$ cat config.mk
export PLATFORM = sky130hd
export DESIGN_NAME = ram_arbiter
export DESIGN_NICKNAME = d
export VERILOG_FILES = /design/src/rtl/ram_arbiter.sv
export SDC_FILE = /design/constraint.sdc
export NUM_CORES = 1
export LEC_CHECK = 0
export BUFFER_PORTS_ARGS = -buffer_cell sky130_fd_sc_hd__buf_4
export CAP_MARGIN = 5
export CORE_AREA = 5 5 117 119
export DETAILED_ROUTE_END_ITERATION = 10
export DIE_AREA = 0 0 122 124
export PLACE_DENSITY = 0.67
export SKIP_LAST_GASP = 1
export SYNTH_ARGS = -nofsm -noshare
export SYNTH_HDL_FRONTEND = slang
export SYNTH_SLANG_ARGS = --single-unit
$ cat constraint.sdc
create_clock -name clk -period 2.2 [get_ports clk]
set_clock_uncertainty 0.05 [all_clocks]
set_input_delay 0.33 -clock clk [delete_from_list [all_inputs] [get_ports clk]]
set_output_delay 0.33 -clock clk [all_outputs]
set_load 0.02 [all_outputs]
$ cat src/rtl/ram_arbiter.sv
`default_nettype none
// ============================================================================
//  Module      : ram_arbiter
//  Description : Round-robin arbiter and access sequencer placing two
//                requesters (CPU data port, debug/DMA port) in front of a
//                single-port RAM with combinational read and byte-enabled
//                clocked write. One RAM access cycle per transaction,
//                registered read data and a one-cycle ack per master.
//  Revision    : 1.0 - initial release
// ============================================================================
module ram_arbiter #(
    parameter int ADDR_W = 32,
    parameter int DATA_W = 32
) (
    input  logic                clk,
    input  logic                rst,

    input  logic                m0_req,
    input  logic                m0_we,
    input  logic [ADDR_W-1:0]   m0_addr,
    input  logic [DATA_W/8-1:0] m0_sel,
    input  logic [DATA_W-1:0]   m0_wdata,
    output logic                m0_ack,
    output logic [DATA_W-1:0]   m0_rdata,

    input  logic                m1_req,
    input  logic                m1_we,
    input  logic [ADDR_W-1:0]   m1_addr,
    input  logic [DATA_W/8-1:0] m1_sel,
    input  logic [DATA_W-1:0]   m1_wdata,
    output logic                m1_ack,
    output logic [DATA_W-1:0]   m1_rdata,

    output logic                ram_ce,
    output logic                ram_we,
    output logic [ADDR_W-1:0]   ram_addr,
    output logic [DATA_W/8-1:0] ram_sel,
    output logic [DATA_W-1:0]   ram_wdata,
    input  logic [DATA_W-1:0]   ram_rdata,

    output logic                busy
);

    typedef enum logic [1:0] {
        S_IDLE   = 2'd0,
        S_ACCESS = 2'd1,
        S_RESP   = 2'd2
    } state_t;

    state_t              r_state;
    state_t              w_state_next;
    logic                r_grant;
    logic                w_grant_next;
    logic                r_last;
    logic                w_last_next;
    logic [DATA_W-1:0]   r_m0_rdata;
    logic [DATA_W-1:0]   r_m1_rdata;
    logic                w_granted_we;

    // Granted master's write flag; selects read-capture vs. write commit.
    assign w_granted_we = r_grant ? m1_we : m0_we;

    // State, grant and last-granted registers.
    always_ff @(posedge clk) begin
        if (rst) begin
            r_state <= S_IDLE;
            r_grant <= 1'b0;
            r_last  <= 1'b1;   // master 0 wins the first tie after reset
        end else begin
            r_state <= w_state_next;
            r_grant <= w_grant_next;
            r_last  <= w_last_next;
        end
    end

    // Next-state logic: arbitrate in IDLE, one access cycle, one ack cycle.
    always_comb begin
        w_state_next = r_state;
        w_grant_next = r_grant;
        w_last_next  = r_last;
        case (r_state)
            S_IDLE: begin
                if (m0_req || m1_req) begin
                    w_state_next = S_ACCESS;
                    if (m0_req && m1_req) begin
                        w_grant_next = ~r_last;
                    end else begin
                        w_grant_next = m1_req;
                    end
                end
            end
            S_ACCESS: begin
                w_last_next  = r_grant;
                w_state_next = S_RESP;
            end
            S_RESP: begin
                w_state_next = S_IDLE;
            end
            default: begin
                w_state_next = S_IDLE;
            end
        endcase
    end

    // RAM pins: driven from the granted master only during ACCESS. ce/we are
    // gated with rst so a reset landing on the access edge aborts the write.
    always_comb begin
        ram_ce    = 1'b0;
        ram_we    = 1'b0;
        ram_addr  = '0;
        ram_sel   = '0;
        ram_wdata = '0;
        if (r_state == S_ACCESS) begin
            ram_ce    = ~rst;
            ram_we    = ~rst & w_granted_we;
            ram_addr  = r_grant ? m1_addr  : m0_addr;
            ram_sel   = r_grant ? m1_sel   : m0_sel;
            ram_wdata = r_grant ? m1_wdata : m0_wdata;
        end
    end

    // Read-data capture at the closing edge of a read access; writes and the
    // non-granted master leave their registers untouched.
    always_ff @(posedge clk) begin
        if (rst) begin
            r_m0_rdata <= '0;
            r_m1_rdata <= '0;
        end else if (r_state == S_ACCESS && !w_granted_we) begin
            if (r_grant) begin
                r_m1_rdata <= ram_rdata;
            end else begin
                r_m0_rdata <= ram_rdata;
            end
        end
    end

    assign m0_ack   = (r_state == S_RESP) && !r_grant;
    assign m1_ack   = (r_state == S_RESP) &&  r_grant;
    assign m0_rdata = r_m0_rdata;
    assign m1_rdata = r_m1_rdata;
    assign busy     = (r_state != S_IDLE);

endmodule
`default_nettype wire

# After elaboration in Yosys (flattened, before gate mapping)
# Index checks and enable logic that the tools add are counted.
dict set report word_totals {
  reg_bits 68
  inputBits 174
  output_inout_bits 137
  word_cells 36
}
dict set report op_classes {
  n_eq_ne 3
  muxes 12
  n_bitwise 4
  n_reduce_logical 12
}
# cell count
set ops {}
lappend ops {{two-way mux 32 bit} 4}
lappend ops {{two-way mux 4 bit} 2}
lappend ops {{AND reduction 2 bit} 3}
lappend ops {{logical AND 1 bit} 4}
lappend ops {{two-way mux 1 bit} 4}
lappend ops {{one-hot mux 2 bit (2 select lines)} 1}
lappend ops {{inverter 1 bit} 3}
lappend ops {{equality test 2 x 1 -> 1 bit (second input constant)} 1}
lappend ops {{equality test 2 bit (second input constant)} 1}
lappend ops {{zero test 1 bit} 2}
lappend ops {{zero test 2 bit} 1}
lappend ops {{two-way mux 2 bit} 1}
lappend ops {{inequality test 2 bit (second input constant)} 1}
lappend ops {{nonzero test 2 bit} 1}
lappend ops {{bitwise AND 1 bit} 1}
lappend ops {{logical OR 1 bit} 1}

# Depth between registers and ports, before layout
# Gate-level depths: netlist of run 1.
dict set report depth {
  depth_word 4
  mapped_depth 6
  depth_no_buf 2
}

# Least setup slack after synthesis of run 1
# Ideal clock, no wire load.
dict set report synth_timing {
  path_type {flip-flop to output port}
  startpoint {register r_grant}
  endpoint {output ram_addr[0]}
  t_arrival_ns 1.295
  t_required_ns 1.820
  slack_ns 0.525
  path_stages_with_launch 5
  n_path_buf 2
  cell_sequence {dfxtp_1 clkbuf_1 buf_2 mux2i_1 nor2_1}
}
dict set report synth_via {
  elab_chain_len 2
}
# element line
set synth_rtl {}
lappend synth_rtl {{start, declared} 52} ;# logic r_grant;
lappend synth_rtl {{start signal, assigned} 71} ;# r_grant <= w_grant_next;
lappend synth_rtl {{two-way mux 32 bit} 116} ;# ram_addr = r_grant ? m1_addr : m0_addr;
lappend synth_rtl {{two-way mux 32 bit} 113} ;# if (r_state == S_ACCESS) begin
lappend synth_rtl {{end, declared} 36} ;# output logic [ADDR_W-1:0] ram_addr,
# No other way between the ends.

# Worst setup path after layout of run 1
dict set report layout_timing {
  startpoint {register r_state[1]}
  endpoint {output ram_addr[26]}
}
dict set report layout_via {
  elab_chain_len 2
}
# element line
set layout_rtl {}
lappend layout_rtl {{start, declared} 50} ;# state_t r_state;
lappend layout_rtl {{start signal, assigned} 70} ;# r_state <= w_state_next;
lappend layout_rtl {{equality test 2 x 1 -> 1 bit} 113}
lappend layout_rtl {{two-way mux 32 bit} 113}
# No other way between the ends.

==> results of run 1 <==
==> cells by family after synthesis <==
logic type / synth area share
and+or+nand+nor: 0.2520
AOI/OAI and AO/OA: 0.007146
DFF: 0.3534
muxes: 0.3456
buffers and inverters: 0.04190
==> synth_stat cells <==
| master | instances | area share |
|---|---|---|
| mux2i_1 | 133 | 0.35 |
| nand2b_1 | 98 | 0.16 |
| nor2_1 | 71 | 0.069 |
| dfxtp_1 | 68 | 0.35 |
| clkbuf_1 | 21 | 0.020 |
| buf_2 | 12 | 0.016 |
| and3b_1 | 2 | 0.0045 |
| buf_6 | 2 | 0.0058 |
| nor3_1 | 2 | 0.0026 |
| nor3b_1 | 2 | 0.0039 |
| a211o_1 | 1 | 0.0023 |
| a21bo_2 | 1 | 0.0026 |
| and4bb_1 | 1 | 0.0032 |
| nand4bb_1 | 1 | 0.0029 |
| nor4b_1 | 1 | 0.0023 |
| o32ai_1 | 1 | 0.0023 |
| or2_2 | 1 | 0.0016 |
| or4b_1 | 1 | 0.0026 |
==> flip-flops by register name, summed over array words and instances (netlist names) <==
register  cells
m0_rdata     32
m1_rdata     32
r_grant       1
r_last        1
r_state       2
==> layout make-up <==
class                           count  area share
Clock buffer                       10     0.03417
Sequential cell                    68      0.2037
Multi-Input combinational cell    316      0.3488
Timing Repair Buffer              325      0.3716
Tap cell                          172     0.03212
Clock inverter                      6    0.009524
==> power groups by stage <==
stage,logic (mW),registers (mW),clock network [mW]
final,1.05,1.30,1.42
after CTS,1.05,1.31,1.45
after floorplan,0.481,1.35,0
after detailed placement,1.05,1.33,0
after global routing,1.12,1.30,1.52
after global placement,1.03,1.33,0
==> worst max-delay path, stage by stage (launching register included) <==
cell and delay (ns):
dfxtp_1 0.47, nand2b_4 0.27, buf_12 0.27, nor2_1 0.11
buf_4 0.17
==> metrics by stage <==
stage | hold slack, ns | util | cells
final | 0.2413 | 0.5375 | 897
after global routing | 0.2541 | 0.5375 | 897
after CTS | 0.2395 | 0.5353 | 894
after detailed placement | 0.4131 | 0.5118 | 878
after global placement | 0.3967 | 0.5118 | 878
after floorplan | 0.3863 | - | 419
==> timing repair <==
item / in CTS / in global routing
hold endpoints to repair: 0 / 0
resized for setup: 0 / 1
buffers inserted: 0 / 3
endpoints found under the setup margin: 0 / 6
==> layer usage <==
layer  wire, microns  vias to the layer above  track usage
li1                -                     1994            -
met1            5972                     1842       0.2237
met2            8478                      170       0.3760
met3            1219                       18      0.05767
met4             363                        0      0.06022
met5               0                        -            0
==> worst paths after layout <==
path | from | to | slack [ns] | depth (start not counted)
max | r_state[1]$_SDFFE_PP0P_ | ram_addr[26] | 0.17 | 4
min | ram_rdata[17] | m0_rdata[17]$_SDFFE_PP0P_ | 0.24 | 3
max reg2reg | r_grant$_SDFFE_PP0P_ | m0_rdata[29]$_SDFFE_PP0P_ | 0.24 | 4
min reg2reg | m1_rdata[10]$_SDFFE_PP0P_ | m1_rdata[10]$_SDFFE_PP0P_ | 0.42 | 2
==> run metrics, run 1 <==
VDD IR max=0.3613 mV; ANT nets after route=0; Hold WC Path Type=in2reg; first-pass GRT wire length=23.34 mm; core area=12470 sq um; setup TNS=0 ns; Setup WS post-layout=0.1736 ns; Clock Power Share=0.377; WL final=16.03 mm; ant diodes=0; PD cells=562.8 nW/um^2; Placement Cell Area=6380 sq um; clock buffer depth=2; clk_lat worst skew=0.32 ns; detailed-route DRC error count=0; slew margin rel.=0.6464; site row count=41; Post-Syn Area=3852 sq um; CTS tree=yes; Worst EP arrival=1.65 ns; routed vias/inst=4.486; initial antenna violation count=0; share of cells above drive strength 1=0.4772; synthesized flop and latch total=68; Clock Tree Root=clkbuf_16; critical path class=reg2out; Mapped Nets=593; First-pass DRT Iterations=5; RSZ-0062 raised after global routing=false; pre-CTS setup slack=0.3737 ns; NetSw=1.075 mW; Net count, final=894; Seq pwr share=0.345; Leakage Power=3.234 nW; FILL cells=1208; ratio of final minimum period to clock period=0.9211; Routability Congestion=0.8662; die area=15130 sq um; Final Setup Violations=0; H-tree levels=3; Die Ht=124 microns; YS warnings=0; DP HPWL=13.38 mm; vias in the first global route=4213; crit path launch type=flop; Starting Density=0.3090; Power Total=3.771 mW; Die Wd=122 microns; Cells after Synth=419; Pint=2.696 mW; Tot GR Track Use=0.2023; Worst-path clk slew=0.06 ns; total global routing overflow=0; num ports=311; final hold viol count=0; outcome=finished clean; Clock Sinks=68; Final Max Slew Viols=0; Mean Syn Cell Area=9.194 sq um; Switching Share=0.2850; area of the multi-input gates=2337 sq um; Layout area overhead=73.92%; routed via count=4024; count of cell types in the netlist=18; max-cap viol count=0; min Tclk post-route=2.026 ns; register area share after synthesis=0.3534; crit path max fanout=62; Port Buffer Count=310; commonest non-fill, non-tap cells in the layout=buf_4, mux2i_1, nand2b_1; Num CTS Buffers=9; Gate power share=0.279; Slew @ Worst Pin=0.5304 ns; Setup crit end kind=output pin; FF+latch area=1365 sq um; worst path required time=1.82 ns; final instance area=6700 sq um; hold buffer count at CTS=0; largest net degree at the start of global routing=63; Initial DRC Count=217; commonest non-fill, non-tap cell in the layout=buf_4; routed len/inst=17.87 microns; Fmax=0.4935 GHz
Note: power is estimated with default switching activity, not from simulation.
==> run 2: changes to the inputs <==
--- a/config.mk
+++ b/config.mk
@@ -5,6 +5,7 @@
 export SDC_FILE = /design/constraint.sdc
 export NUM_CORES = 1
 export LEC_CHECK = 0
+export ABC_AREA = 1
 export BUFFER_PORTS_ARGS = -buffer_cell sky130_fd_sc_hd__buf_4
 export CAP_MARGIN = 5
 export CORE_AREA = 5 5 117 119
==> run metrics, run 2 <==
num ports=311; hold depth=2; Die Wd=122 microns; Layout area overhead=73.09%; worst-path cell chain=nand2_8 > buf_12 > a21oi_1 > buf_4; Hold WC Path Type=in2reg; First-pass DRT Iterations=5; Cells after Synth=642; EDFF count, synth=0; ratio of final minimum period to clock period=0.9336; Initial DRC Count=333; Mean Syn Cell Area=5.903 sq um; clk_lat worst skew=0.33 ns; count of cell types in the netlist=16; VDD IR max=0.4302 mV; die area=15130 sq um; Die Ht=124 microns; DP HPWL=13.17 mm; slew margin rel.=0.5644; Post-Syn Area=3790 sq um; ant diodes=0; WHS=0.1323 ns; H-tree levels=3; register area share after synthesis=0.3592; most frequent cell after synthesis=nand2_1; total global routing overflow=0; setup TNS=0 ns; RSZ-0062 raised after global routing=false; Num CTS Buffers=9; CP delay by family, top=flip-flops; YS warnings=0; routed len/inst=15.36 microns; r2r worst-path depth=6; critical path class=reg2out; Clock Tree Root=clkbuf_16; Final Util=0.5262; Mapped Nets=816; Port Buffer Count=310; routed vias/inst=4.530; CTS tree=yes; Tot GR Track Use=0.2095; clock buffer depth=2; routed via count=4987; Starting Density=0.3040; min Tclk post-route=2.054 ns; ANT nets after route=0; Routability Congestion=0.9014; max-cap viol count=0; Power Total=3.813 mW; core area=12470 sq um; Fmax=0.4869 GHz; final instance area=6560 sq um; synthesized flop and latch total=68; post-synth top area share=0.3592; GRT met1 Usage=0.2513; Clock Sinks=68; met3 Track Usage GR=0.07766; Critical path buffers and inverters=2; asr flop ratio synth=0; detailed-route DRC error count=0; Placement Cell Area=6261 sq um; site row count=41; PD cells=581.3 nW/um^2; synth cell count leaders=nand2_1, a21oi_1, nor2_1, dfxtp_1, nand3_1; initial antenna violation count=0; hold buffer count at CTS=0; share of cells above drive strength 1=0.3778; largest net degree at the start of global routing=97; Top FF cell, synth=dfxtp_1; Leakage Power=3.414 nW; first-pass GRT wire length=24.55 mm; vias in the first global route=4517; worst path required time=1.82 ns; Worst EP arrival=1.67 ns; Setup crit end kind=output pin; Final Setup Violations=0; CP max stage cell=dfxtp_1; commonest non-fill, non-tap cell in the layout=buf_4; outcome=finished clean; GR Layer Usage met2=0.3539; Critical Path Stages=4; Area contributors post-synth=dfxtp_1, nand2_1, a21oi_1; WL final=16.91 mm; crit path max fanout=35; commonest non-fill, non-tap cells in the layout=buf_4, nand2_1, a21oi_1; Slew @ Worst Pin=0.6533 ns; crit path launch type=flop; CP max stage delay=0.51 ns; final hold viol count=0; area leader, netlist=dfxtp_1; Net count, final=1098; Final Max Slew Viols=0; global route hottest layer=met2; Worst-path clk slew=0.06 ns
-- run 2: cell types whose count changed in the layout (fill, tap and decap cells not counted), sizes merged, moves of 2 or more --
cell,delta
a21oi,+102
and3b,-2
buf,-2
inv,+42
mux2i,-133
nand2,+207
nand2b,-98
nand3,+65
nor2,+31
nor3b,-2
-- run 2: worst reg2reg max path: stages (launching register included) --
cell and delay (ns):
dfxtp_1 0.51, nand2_8 0.18, buf_12 0.22, nor2_2 0.11
buf_4 0.35, nor2_1 0.08, nor2_1 0.13
-- run 2: metal layers --
metal	share of wire	up-vias
met5	0	-
met2	0.48	199
met3	0.11	17
li1	-	2583
met4	0.019	0
met1	0.40	2188
-- run 2: kinds of logic after synthesis --
family | count (synthesis) | synth area share
AOI/OAI and AO/OA | 103 | 0.1360
buffers and inverters | 94 | 0.1056
DFF | 68 | 0.3592
and+or+nand+nor | 377 | 0.3991
-- run 2: final cells by class --
cell class	instances	area, sq um
inverter	42	157.7
clock buffer	10	239.0
fill	1302	5906
sequential	68	1363
clock inverter	6	38.79
timing repair buffer	323	2487
tap	172	215.2
multi-input combinational	480	2059
-- run 2: final timing paths --
kind / from / endpoint / slack, ns
worst max register to register: r_state[0]$_SDFFE_PP0P_ / m1_rdata[0]$_SDFFE_PP0P_ / 0.51
worst min register to register: r_last$_SDFFE_PP1N_ / r_last$_SDFFE_PP1N_ / 0.42
worst max-delay path: r_state[0]$_SDFFE_PP0P_ / ram_addr[23] / 0.15
worst min-delay path: rst / r_grant$_SDFFE_PP0P_ / 0.13
-- run 2: what timing repair did --
| item | in CTS | in global routing |
|---|---|---|
| resized for setup | 2 | 2 |
| endpoints found under the setup margin | 3 | 2 |
| setup buffers | 0 | 0 |
-- run 2: per-stage QoR --
step | setup slack (ns) | std cells
floorplan | 0.4773 | 642
global placement | 0.2310 | 1085
detailed placement | 0.1896 | 1085
CTS | 0.06747 | 1101
global route | 0.02895 | 1101
finish | 0.1462 | 1101
-- run 2: where the power goes --
| group | total (mW) | switching [mW] | internal, mW |
|---|---|---|---|
| logic | 1.16 | 0.641 | 0.516 |
| clock network | 1.34 | 0.545 | 0.790 |
| registers | 1.32 | 0.0332 | 1.29 |
==> run 3: changes to the inputs <==
--- a/config.mk
+++ b/config.mk
@@ -8,10 +8,12 @@
 export ABC_AREA = 1
 export BUFFER_PORTS_ARGS = -buffer_cell sky130_fd_sc_hd__buf_4
 export CAP_MARGIN = 5
-export CORE_AREA = 5 5 117 119
+export CELL_PAD_IN_SITES_DETAIL_PLACEMENT = 0
+export CELL_PAD_IN_SITES_GLOBAL_PLACEMENT = 1
+export CORE_MARGIN = 5
+export CORE_UTILIZATION = 24
 export DETAILED_ROUTE_END_ITERATION = 10
-export DIE_AREA = 0 0 122 124
-export PLACE_DENSITY = 0.67
+export PLACE_DENSITY = 0.82
 export SKIP_LAST_GASP = 1
 export SYNTH_ARGS = -nofsm -noshare
 export SYNTH_HDL_FRONTEND = slang
==> run metrics, run 3 (synthesized netlist as in run 2, its figures left out) <==
Critical Path Stages=5; worst-path cell chain=inv_2 > buf_4 > nand2_1 > a21oi_1 > buf_4; setup TNS=0 ns; area of the multi-input gates=2043 sq um; WL final=17.73 mm; initial antenna violation count=0; Critical path buffers and inverters=3; Worst-path clk slew=0.06 ns; clock buffer depth=2; CP delay by family, top=buffers and inverters; largest net degree at the start of global routing=85; total global routing overflow=0; Switching Share=0.3090; routed via count=4984; outcome=finished clean; Leakage Power=3.445 nW; Die Ht=135.7 microns; crit path capture=ram_addr[29]; Setup crit end kind=output pin; core area=15710 sq um; routed vias/inst=4.334; Clock Tree Root=clkbuf_16; FILL cells=1772; Net count, final=1103; Pint=2.746 mW; Num CTS Buffers=9; RSZ-0062 raised after global routing=false; NetSw=1.228 mW; Hold WC Path Type=in2reg; CP max stage delay=0.33 ns; Setup WS post-layout=0.1725 ns; Clock Sinks=68; CP max stage cell=dfxtp_2; H-tree levels=3; clk_lat worst skew=0.32 ns; detailed-route DRC error count=0; routed len/inst=15.42 microns; final hold viol count=0; reg2reg start=r_grant$_SDFFE_PP0P_; most frequent CP cell=buf_4; Final Setup Violations=0; crit path launch type=flop; Tot GR Track Use=0.1824; commonest non-fill, non-tap cell in the layout=buf_4; max-cap viol count=0; crit path max fanout=18; Worst Setup SP=r_grant$_SDFFE_PP0P_; Slew @ Worst Pin=0.6634 ns; pre-CTS setup slack=0.4800 ns; ANT nets after route=0; site row count=46; FF-to-FF End=m0_rdata[26]$_SDFFE_PP0P_; Starting Density=0.2412; ant diodes=0; PD cells=598.1 nW/um^2; Initial DRC Count=218; Final Max Slew Viols=0; DP HPWL=13.96 mm; CTS tree=yes; Setup Fix Bufs, Post-CTS=0; num ports=311; Routability Congestion=0.8637; R2R Setup Slk=0.51 ns; FF+latch area=1363 sq um; Gate power share=0.293; ratio of final minimum period to clock period=0.9216; slew margin rel.=0.5577; VDD IR max=0.3011 mV; worst path required time=1.82 ns; Worst EP arrival=1.65 ns; die area=18400 sq um; First-pass DRT Iterations=7; Die Wd=135.7 microns; Clock Power Share=0.375; first-pass GRT wire length=26.17 mm; hold buffer count at CTS=0; Seq pwr share=0.332; vias in the first global route=4679; critical path class=reg2out; Port Buffer Count=310; # resized after CTS=0; commonest non-fill, non-tap cells in the layout=buf_4, nand2_1, a21oi_1; min Tclk post-route=2.027 ns; r2r worst-path depth=6; share of cells above drive strength 1=0.3790; Fmax=0.4932 GHz; Layout area overhead=75.34%
[run 3: how the worst min path moves through the flow]
| stage | slack (ns) | end | from | depth (start not counted) |
|---|---|---|---|---|
| 2_1_floorplan | 0.35 | r_grant$_SDFFE_PP0P_ | rst | 1 |
| 3_3_place_gp | 0.40 | r_last$_SDFFE_PP1N_ | r_last$_SDFFE_PP1N_ | 2 |
| 3_5_place_dp | 0.41 | r_last$_SDFFE_PP1N_ | r_last$_SDFFE_PP1N_ | 2 |
| 4_1_cts | 0.13 | r_state[0]$_SDFFE_PP0P_ | rst | 2 |
| 5_1_grt | 0.15 | r_grant$_SDFFE_PP0P_ | rst | 2 |
| 6_report | 0.15 | r_state[0]$_SDFFE_PP0P_ | rst | 2 |
[run 3: final cells by class]
type                    instances  share of cell area
inverters                      42             0.02372
clock inverters                 5            0.008850
flip-flops and latches         68              0.2050
repair buffers                328              0.3762
multi-input cells             480              0.3075
clock buffers                  11             0.03803
well taps                     216             0.04067
[run 3: through the flow]
step	area, sq um	utilization	total power [mW]	hold WS [ns]	std cells
2_1_floorplan	3790	-	1.920	0.3491	642
3_3_place_gp	6329	0.4028	2.523	0.4014	1134
3_5_place_dp	6329	0.4028	2.522	0.4086	1134
4_1_cts	6640	0.4226	4.039	0.1329	1150
5_1_grt	6645	0.4229	4.186	0.1508	1150
6_report	6645	0.4229	3.975	0.1481	1150
[run 3: metal layers]
layer,share of wire,global-route usage,vias to the layer above
met5,0,0,-
met4,0.023,0.05991,0
met3,0.084,0.06166,21
met2,0.50,0.3158,194
met1,0.40,0.2111,2178
li1,-,-,2591
[run 3: power groups by stage]
stage          Combinational (mW)  Clock, mW  Sequential, mW
2_1_floorplan               0.520          0            1.40
3_3_place_gp                 1.18          0            1.34
3_5_place_dp                 1.18          0            1.35
4_1_cts                      1.18       1.54            1.32
5_1_grt                      1.26       1.60            1.32
6_report                     1.17       1.49            1.32
